==> src/rtl/counter_load_sequencer_if.sv <==
// Producer, host and Counter-side signals of the load sequencer.
// The slave modport is the sequencer side and the master modport is the environment side.
interface counter_load_sequencer_if #(
    parameter int WORDSIZE = 8,
    parameter int DEPTH    = 4
);
    localparam int LW = $clog2(DEPTH) + 1;

    logic                valid;
    logic [WORDSIZE-1:0] value;
    logic                accept;
    logic                start;
    logic                abort;
    logic                load;
    logic [WORDSIZE-1:0] counter;
    logic                enable;
    logic                ready;
    logic                done;
    logic                busy;
    logic [LW-1:0]       level;
    logic                overflow;

    modport master (
        output valid, value, start, abort, ready,
        input  accept, load, counter, enable, done, busy, level, overflow
    );

    modport slave (
        input  valid, value, start, abort, ready,
        output accept, load, counter, enable, done, busy, level, overflow
    );
endinterface

==> src/rtl/counter_load_sequencer.sv <==
// Queues preset values in a small FIFO and sequences them into Counter (load, enable, wait ready).
// Optional feature: define SEQ_AUTORELOAD_EN to repeat the last value when the FIFO runs dry.
module counter_load_sequencer #(
    parameter int WORDSIZE = 8,
    parameter int DEPTH    = 4
) (
    input  logic                      clk,
    input  logic                      rst_n,
    counter_load_sequencer_if.slave   bus
);
    localparam int AW = $clog2(DEPTH);
    localparam int LW = AW + 1;

    typedef enum logic [1:0] {IDLE, LOAD, ARM, RUN} state_t;

    state_t              state_q, state_d;
    logic [WORDSIZE-1:0] mem [DEPTH];
    logic [AW-1:0]       wr_ptr, rd_ptr;
    logic [LW-1:0]       level_q;
    logic [WORDSIZE-1:0] counter_q;
    logic                done_q, done_d;
    logic                overflow_q;
    logic                accept, push, pop, have_data;

    assign accept    = (level_q != LW'(DEPTH));
    assign push      = bus.valid & accept;
    assign have_data = (level_q != '0);

    // Storage has no reset; occupancy and pointers define what is valid.
    always_ff @(posedge clk) begin
        if (push) mem[wr_ptr] <= bus.value;
    end

    always_ff @(posedge clk or negedge rst_n) begin
        if (!rst_n) begin
            wr_ptr     <= '0;
            rd_ptr     <= '0;
            level_q    <= '0;
            overflow_q <= 1'b0;
        end else begin
            if (push) wr_ptr <= wr_ptr + 1'b1;
            if (pop)  rd_ptr <= rd_ptr + 1'b1;
            case ({push, pop})
                2'b10:   level_q <= level_q + 1'b1;
                2'b01:   level_q <= level_q - 1'b1;
                default: level_q <= level_q;
            endcase
            if (bus.valid && !accept) overflow_q <= 1'b1;
        end
    end

    always_ff @(posedge clk or negedge rst_n) begin
        if (!rst_n) begin
            state_q   <= IDLE;
            counter_q <= '0;
            done_q    <= 1'b0;
        end else begin
            state_q <= state_d;
            done_q  <= done_d;
            if (pop) counter_q <= mem[rd_ptr];
        end
    end

    always_comb begin
        state_d = state_q;
        pop     = 1'b0;
        done_d  = 1'b0;
        if (bus.abort) begin
            state_d = IDLE;
        end else begin
            case (state_q)
                IDLE: begin
                    if (bus.start && have_data) begin
                        pop     = 1'b1;
                        state_d = LOAD;
                    end
                end
                LOAD: state_d = ARM;
                // Counter is still settling from the load, so ready is not looked at here.
                ARM:  state_d = RUN;
                RUN: begin
                    if (bus.ready) begin
                        done_d = 1'b1;
                        if (bus.start && have_data) begin
                            pop     = 1'b1;
                            state_d = LOAD;
                        end
`ifdef SEQ_AUTORELOAD_EN
                        else if (bus.start) begin
                            state_d = LOAD;
                        end
`endif
                        else begin
                            state_d = IDLE;
                        end
                    end
                end
                default: state_d = IDLE;
            endcase
        end
    end

    assign bus.accept   = accept;
    assign bus.level    = level_q;
    assign bus.overflow = overflow_q;
    assign bus.counter  = counter_q;
    assign bus.done     = done_q;
    assign bus.load     = (state_q == LOAD);
    assign bus.enable   = (state_q == ARM) || (state_q == RUN);
    assign bus.busy     = (state_q != IDLE);
endmodule

==> src/flat_wrapper.sv <==
// flat-port wrapper written by rule: the top's interface ports become plain ports
module counter_load_sequencer_flat 
#(
    parameter int WORDSIZE = 8,
    parameter int DEPTH    = 4
)
  (clk, rst_n, bus_valid, bus_value, bus_start, bus_abort, bus_ready, bus_accept, bus_load, bus_counter, bus_enable, bus_done, bus_busy, bus_level, bus_overflow);
  counter_load_sequencer_if #(.WORDSIZE(WORDSIZE), .DEPTH(DEPTH)) bus_i ();
  input  logic clk;
  input  logic rst_n;
  input wire logic [$bits(bus_i.valid)-1:0] bus_valid;
  input wire logic [$bits(bus_i.value)-1:0] bus_value;
  input wire logic [$bits(bus_i.start)-1:0] bus_start;
  input wire logic [$bits(bus_i.abort)-1:0] bus_abort;
  input wire logic [$bits(bus_i.ready)-1:0] bus_ready;
  output wire logic [$bits(bus_i.accept)-1:0] bus_accept;
  output wire logic [$bits(bus_i.load)-1:0] bus_load;
  output wire logic [$bits(bus_i.counter)-1:0] bus_counter;
  output wire logic [$bits(bus_i.enable)-1:0] bus_enable;
  output wire logic [$bits(bus_i.done)-1:0] bus_done;
  output wire logic [$bits(bus_i.busy)-1:0] bus_busy;
  output wire logic [$bits(bus_i.level)-1:0] bus_level;
  output wire logic [$bits(bus_i.overflow)-1:0] bus_overflow;
  assign bus_i.valid = bus_valid;
  assign bus_i.value = bus_value;
  assign bus_i.start = bus_start;
  assign bus_i.abort = bus_abort;
  assign bus_i.ready = bus_ready;
  assign bus_accept = bus_i.accept;
  assign bus_load = bus_i.load;
  assign bus_counter = bus_i.counter;
  assign bus_enable = bus_i.enable;
  assign bus_done = bus_i.done;
  assign bus_busy = bus_i.busy;
  assign bus_level = bus_i.level;
  assign bus_overflow = bus_i.overflow;
  counter_load_sequencer #(.WORDSIZE(WORDSIZE), .DEPTH(DEPTH)) u_core (.clk(clk), .rst_n(rst_n), .bus(bus_i));
endmodule
==> config.mk <==
export PLATFORM = sky130hd
export DESIGN_NAME = counter_load_sequencer_flat
export DESIGN_NICKNAME = d
export VERILOG_FILES = /design/src/rtl/counter_load_sequencer_if.sv /design/src/rtl/counter_load_sequencer.sv /design/src/flat_wrapper.sv
export SDC_FILE = /design/constraint.sdc
export NUM_CORES = 1
export LEC_CHECK = 0
export CORE_MARGIN = 10
export CORE_UTILIZATION = 33
export CTS_CLUSTER_DIAMETER = 80
export DETAILED_ROUTE_END_ITERATION = 10
export PLACE_DENSITY = 0.53
export SLEW_MARGIN = 20
export SYNTH_ARGS = -nofsm -noshare
export SYNTH_HDL_FRONTEND = slang
export SYNTH_SLANG_ARGS = --single-unit
==> constraint.sdc <==
create_clock -name clk -period 4.2 [get_ports clk]
set_input_delay 0.84 -clock clk [delete_from_list [all_inputs] [get_ports clk]]
set_output_delay 0.84 -clock clk [all_outputs]
set_load 0.03 [all_outputs]
* Yosys cells after proc, flatten, opt, wreduce, memory -nomap -nowiden
Memory sizes are Yosys's and may differ from the RTL's. A register that Yosys moved wholly into a read port is not among the register bits. Cells that the tools add are included.
Operators by class: $add $sub $neg 4, equal/unequal tests 8, mux-type cells 15, bitwise operators 1, reductions and logical operators 10
Operator list (number):
- 1-bit 2-to-1 mux | 9
- 2-bit one-hot mux with 4 select lines | 1
- 2-bit equality test, second input constant | 3
- 2-bit 2-to-1 mux | 3
- 3-bit != test, second input constant | 2
- 3-bit one-hot mux with 2 select lines | 1
- 2-bit by 1-bit adder with 2-bit output, second input constant | 2
- 2-bit by 1-bit equality test with 1-bit output, second input constant | 2
- 2-bit nonzero test | 2
- 3-bit by 1-bit adder with 3-bit output, second input constant | 1
- 3-bit by 2-bit != test with 1-bit output, second input constant | 1
- 3-bit nonzero test | 1
- 3-bit by 1-bit subtractor with 3-bit output, second input constant | 1
- 1-bit logical AND | 2
- 1-bit logical NOT | 2
- 2-bit logical NOT | 1
- 1-bit one-hot mux with 2 select lines | 1
- 2-bit AND reduction | 1
- 1-bit AND | 1
- 1-bit logical OR | 1
Storage, ports and cells: register bits after elaboration 11, memory bits (writable) 32, input port bits 14, logic and storage cells 45, memories kept 1
Memories:
- u_core.mem | words 4, width 8, read ports 1, clocked after Yosys merged registers in 1, write ports 1, RTL line counter_load_sequencer.sv:17 | logic [WORDSIZE-1:0] mem [DEPTH];

* Depth between registers and ports, before layout
depth after elaboration 8, mapped depth 9, mapped depth without buffers 9

* Worst setup path before layout
No wires, ideal clock.
path type input to register, start point input port bus_start, end point register u_core.level_q[1], in the netlist u_core.bus.level[1], library setup time 0.125 ns, data arrival time 2.346 ns, data required time 4.075 ns, setup slack 1.730 ns, stages 5, cell sequence o31ai_2 -> nor4_4 -> ha_1 -> fa_1 -> mux2_2
On the way: cells in the longest elaborated chain, start to end 7, elaborated cells on any way between the ends 9
RTL lines:
- from (decl) | RTL line flat_wrapper.sv:13 | input wire logic [$bits(bus_i.start)-1:0] bus_start;
- 1-bit logical AND * | RTL line counter_load_sequencer.sv:73, counter_load_sequencer.sv:84
- 1-bit 2-to-1 mux * | RTL line counter_load_sequencer.sv:73, counter_load_sequencer.sv:84
- 1-bit 2-to-1 mux | RTL line counter_load_sequencer.sv:82 | if (bus.ready) begin
- 1-bit one-hot mux with 2 select lines * | RTL line counter_load_sequencer.sv:71 | case (state_q)
- 1-bit 2-to-1 mux * | RTL line counter_load_sequencer.sv:68 | if (bus.abort) begin
- via u_core.pop | RTL line counter_load_sequencer.sv:23 | logic accept, push, pop, have_data;
- 2-bit by 1-bit equality test with 1-bit output or 2-bit equality test (tied branches) | RTL line counter_load_sequencer.sv:43 | case ({push, pop})
- 3-bit one-hot mux with 2 select lines or 2-bit nonzero test (tied branches)
- to (signal assigned) | RTL line counter_load_sequencer.sv:44 | 2'b10: level_q <= level_q + 1'b1;
- to (signal assigned) | RTL line counter_load_sequencer.sv:45 | 2'b01: level_q <= level_q - 1'b1;
- to (signal assigned) | RTL line counter_load_sequencer.sv:46 | default: level_q <= level_q;
- to (decl) | RTL line counter_load_sequencer.sv:19 | logic [LW-1:0] level_q;
The timed path passes the listed nets; every way through them passes the cells marked *. A chain may end at the register's enable or synchronous reset.

* Final worst setup path
start point register u_core.state_q[0], end point output port bus_enable
On the way: cells in the longest elaborated chain, start to end 2, elaborated cells on any way between the ends 3
RTL lines:
- from (decl) | RTL line counter_load_sequencer.sv:16 | state_t state_q, state_d;
- from (signal assigned) | RTL line counter_load_sequencer.sv:58 | state_q <= state_d;
- 2-bit equality test | RTL line counter_load_sequencer.sv:109 | assign bus.enable = (state_q == ARM) || (state_q == RUN);
- 1-bit logical OR * | RTL line counter_load_sequencer.sv:109
- to (decl) | RTL line flat_wrapper.sv:19 | output wire logic [$bits(bus_i.enable)-1:0] bus_enable;
Mark *: on every way between the ends. The rest lies on a longest branch, timed or not.

==> flow_summary_export.csv <==
group,metric,value,unit
clock_network,postCtsSetupRepairBufs,0,
timing,fin_crit_sh,0.661,
synth,ys_warn_count,0,
critical_path,crit_family,"buffers and inverters",
detailed_routing,drtAntennaViolNets,0,
floorplanning,die_x,101,um
clock_network,htree_num_levels,2,
floorplanning,die_y,101,um
critical_path,crit_chain,"ha_1, or2_2, clkdlybuf4s50_1",
timing,maxSlewHeadroom,0.373,
detailed_routing,post_drt_wl_per_cell,16.4,um
worst_hold_path,hold_class,"reg2reg",
detailed_routing,m1WireLength,1590,um
timing,slew_viol_final,0,
clock_network,path_clk_slew,80,ps
synth,ys_ff_latch,51,
clock_network,cts_tree,"yes",
clock_network,postCtsHoldBufs,0,
critical_path,critical_path_required,3360,ps
clock_network,ctsResizeCount,0,
global_routing,track_usage,0.0832,
clock_network,root_buffer,"clkbuf_8",
placement,dpl.cell_count,229,
global_routing,grt_pass1_wl,6520,um
finish,num-nets-final,183,
synth,postSynth.asyncResetShare,0.373,
placement,gp_congestion,0.719,
placement,dp_hpwl,2860,um
floorplanning,start_util,0.340,
detailed_routing,avgViaCountPerCell,4.73,
detailed_routing,remaining_drc_errors,0,
detailed_routing,drt_iter0_markers,28,
timing,worst_slew_pin_slew,937,ps
synth,avgSynthCellArea,17.5,um2
detailed_routing,wl_met2,2070,um
critical_path,cp_max_fo,6,
synth,ys.flop_type,"edfxtp_1",
power_and_ir_drop,finalPower,1.91,mW
floorplanning,rows,29,
detailed_routing,vias,1122,
floorplanning,pin_count,31,
global_routing,antenna_found_initial,0,
finish,layout_common_cells,"edfxtp_1 (32), clkdlybuf4s50_1 (30), dfrtp_1 (19), mux2_2 (10), ha_1 (9)",
synth,synth-seq-area-share,0.666,
timing,finClkSkew,4.34,ps
finish,area_delta_synth_final,22.4,%
timing,post-route-min-period,2780,ps
clock_network,clock_path_buffers,2,
timing,hold_viol_final,0,
clock_network,clkSinkCount,51,
critical_path,critPathSlowestCell,"clkdlybuf4s50_1",
critical_path,critPathBufInv,1,
critical_path,slowest_delay,600,ps
timing,tns,0,ps
synth,synth_edf_count,32,
finish,mostFrequentLayoutCell,"edfxtp_1",
floorplanning,dieArea,10200,um2
clock_network,clock_latency,290,ps
global_routing,grt-ovfl-total,0,
detailed_routing,drt_pre_antenna_iters,3,
run,drv_cap,0,
synth,synth.net_count,147,
clock_network,cts_buffers,5,
synth,synth.distinct_cells,30,
run_status,status,"finished, final reports clean",
finish,nFillCells,571,
finish,num_antenna_cells,0,
finish,drive_gt1_frac,0.188,
critical_path,cp.arrival,1940,ps
critical_path,crit_type,"reg2out",
synth,synth_area,2160,um2
detailed_routing,routed.top_layer,"met4",
power_and_ir_drop,max-vdd-ir-drop,0.380,mV
timing,rsz0062_at_grt,"no",
finish,final_cell_count_no_fill,237,
timing,setup_viol,0,
critical_path,cp-start-kind,"register",
detailed_routing,drt-total-wl,3890,um
global_routing,grt_max_degree,20,
detailed_routing,met3_wirelength,191,um
floorplanning,core_area,6350,um2
global_routing,grt_pass1_vias,1250,
critical_path,worst_setup_path_end_kind,"output port",
synth,synthCells,123,
placement,portBuffers,30,
power_and_ir_drop,power_density,723,nW/um2
timing,fmaxAchievable,0.360,GHz
power_and_ir_drop,p_leak,0.970,nW
==> cell type report <==
| type | instances | area (um2) | share of cell area |
|---|---|---|---|
| clock inverters | 1 | 3.75 | 0.00142 |
| flip-flops and latches | 51 | 1440 | 0.544 |
| multi-input cells | 63 | 682 | 0.258 |
| repair buffers | 31 | 308 | 0.117 |
| clock buffers | 7 | 86.3 | 0.0327 |
| well taps | 77 | 96.3 | 0.0365 |
| inverters | 7 | 26.3 | 0.00996 |
==> cell families after synthesis <==
kind of cell	synth area share
AOI/OAI and AO/OA	0.0267
xor gates and xnor gates	0.0244
adders and majority gates	0.0615
buffers and inverters	0.0174
DFF	0.666
muxes	0.140
and+or+nand+nor	0.0633
==> cells in the mapped netlist (2+ instances only) <==
cell type / count / area (um2)
and2_1: 4 / 25.0
dfrtp_1: 19 / 475
edfxtp_1: 32 / 961
ha_1: 9 / 113
inv_1: 7 / 26.3
mux2_2: 10 / 113
mux4_2: 8 / 180
nand2_1: 2 / 7.51
nand2b_1: 4 / 25.0
nor2_1: 2 / 7.51
nor2b_1: 2 / 12.5
nor3_1: 2 / 10.0
xnor2_1: 3 / 26.3
xor2_1: 3 / 26.3
==> through the flow <==
stage | hold WS (ps) | util | area [um2] | setup WS, ps
4_1_cts | 470 | 0.416 | 2640 | 1410
2_1_floorplan | 534 | - | 2160 | 1730
6_report | 460 | 0.416 | 2640 | 1420
3_3_place_gp | 443 | 0.401 | 2550 | 1260
5_1_grt | 497 | 0.416 | 2640 | 1310
3_5_place_dp | 447 | 0.401 | 2550 | 1180
==> worst reg2reg max path, delay by kind of cell, from the launching register on <==
family,cells,cell delay [ps]
and+or+nand+nor,2,120
AOI/OAI and AO/OA,1,290
buffers and inverters,2,300
adders and majority gates,3,880
xor gates and xnor gates,2,310
DFF,1,460
==> layer usage <==
layer	vias up	track usage
met3	4	0.0274
met5	-	0
met1	569	0.0943
met4	0	0.0326
li1	528	-
met2	21	0.141
==> registers in the layout, indices dropped and copies added, names as in the netlist <==
signal,flops
u_core.wr_ptr,2
u_core.bus.overflow,1
u_core.state_q,2
u_core.rd_ptr,2
u_core.bus.done,1
u_core.bus.level,3
u_core.mem,32
u_core.bus.counter,8
==> power breakdown <==
group / internal, mW / total, mW / switching [mW]
clock network: 0.132 / 0.274 / 0.142
registers: 0.694 / 0.829 / 0.135
logic: 0.395 / 0.805 / 0.409
==> worst paths after layout <==
check | start | end | slack (ps) | cells past startpoint
max in group asynchronous | rst_n | u_core.bus.counter[6] | 2560 | 1
min reg2reg | u_core.bus.overflow | u_core.bus.overflow | 460 | 1
max reg2reg | u_core.state_q[0] | u_core.bus.level[2] | 1720 | 10
max | u_core.state_q[0] | bus_enable | 1420 | 3
min | u_core.bus.overflow | u_core.bus.overflow | 460 | 1
min in group asynchronous | rst_n | u_core.bus.counter[7] | 1070 | 1
(Power assumes the default switching activity.)
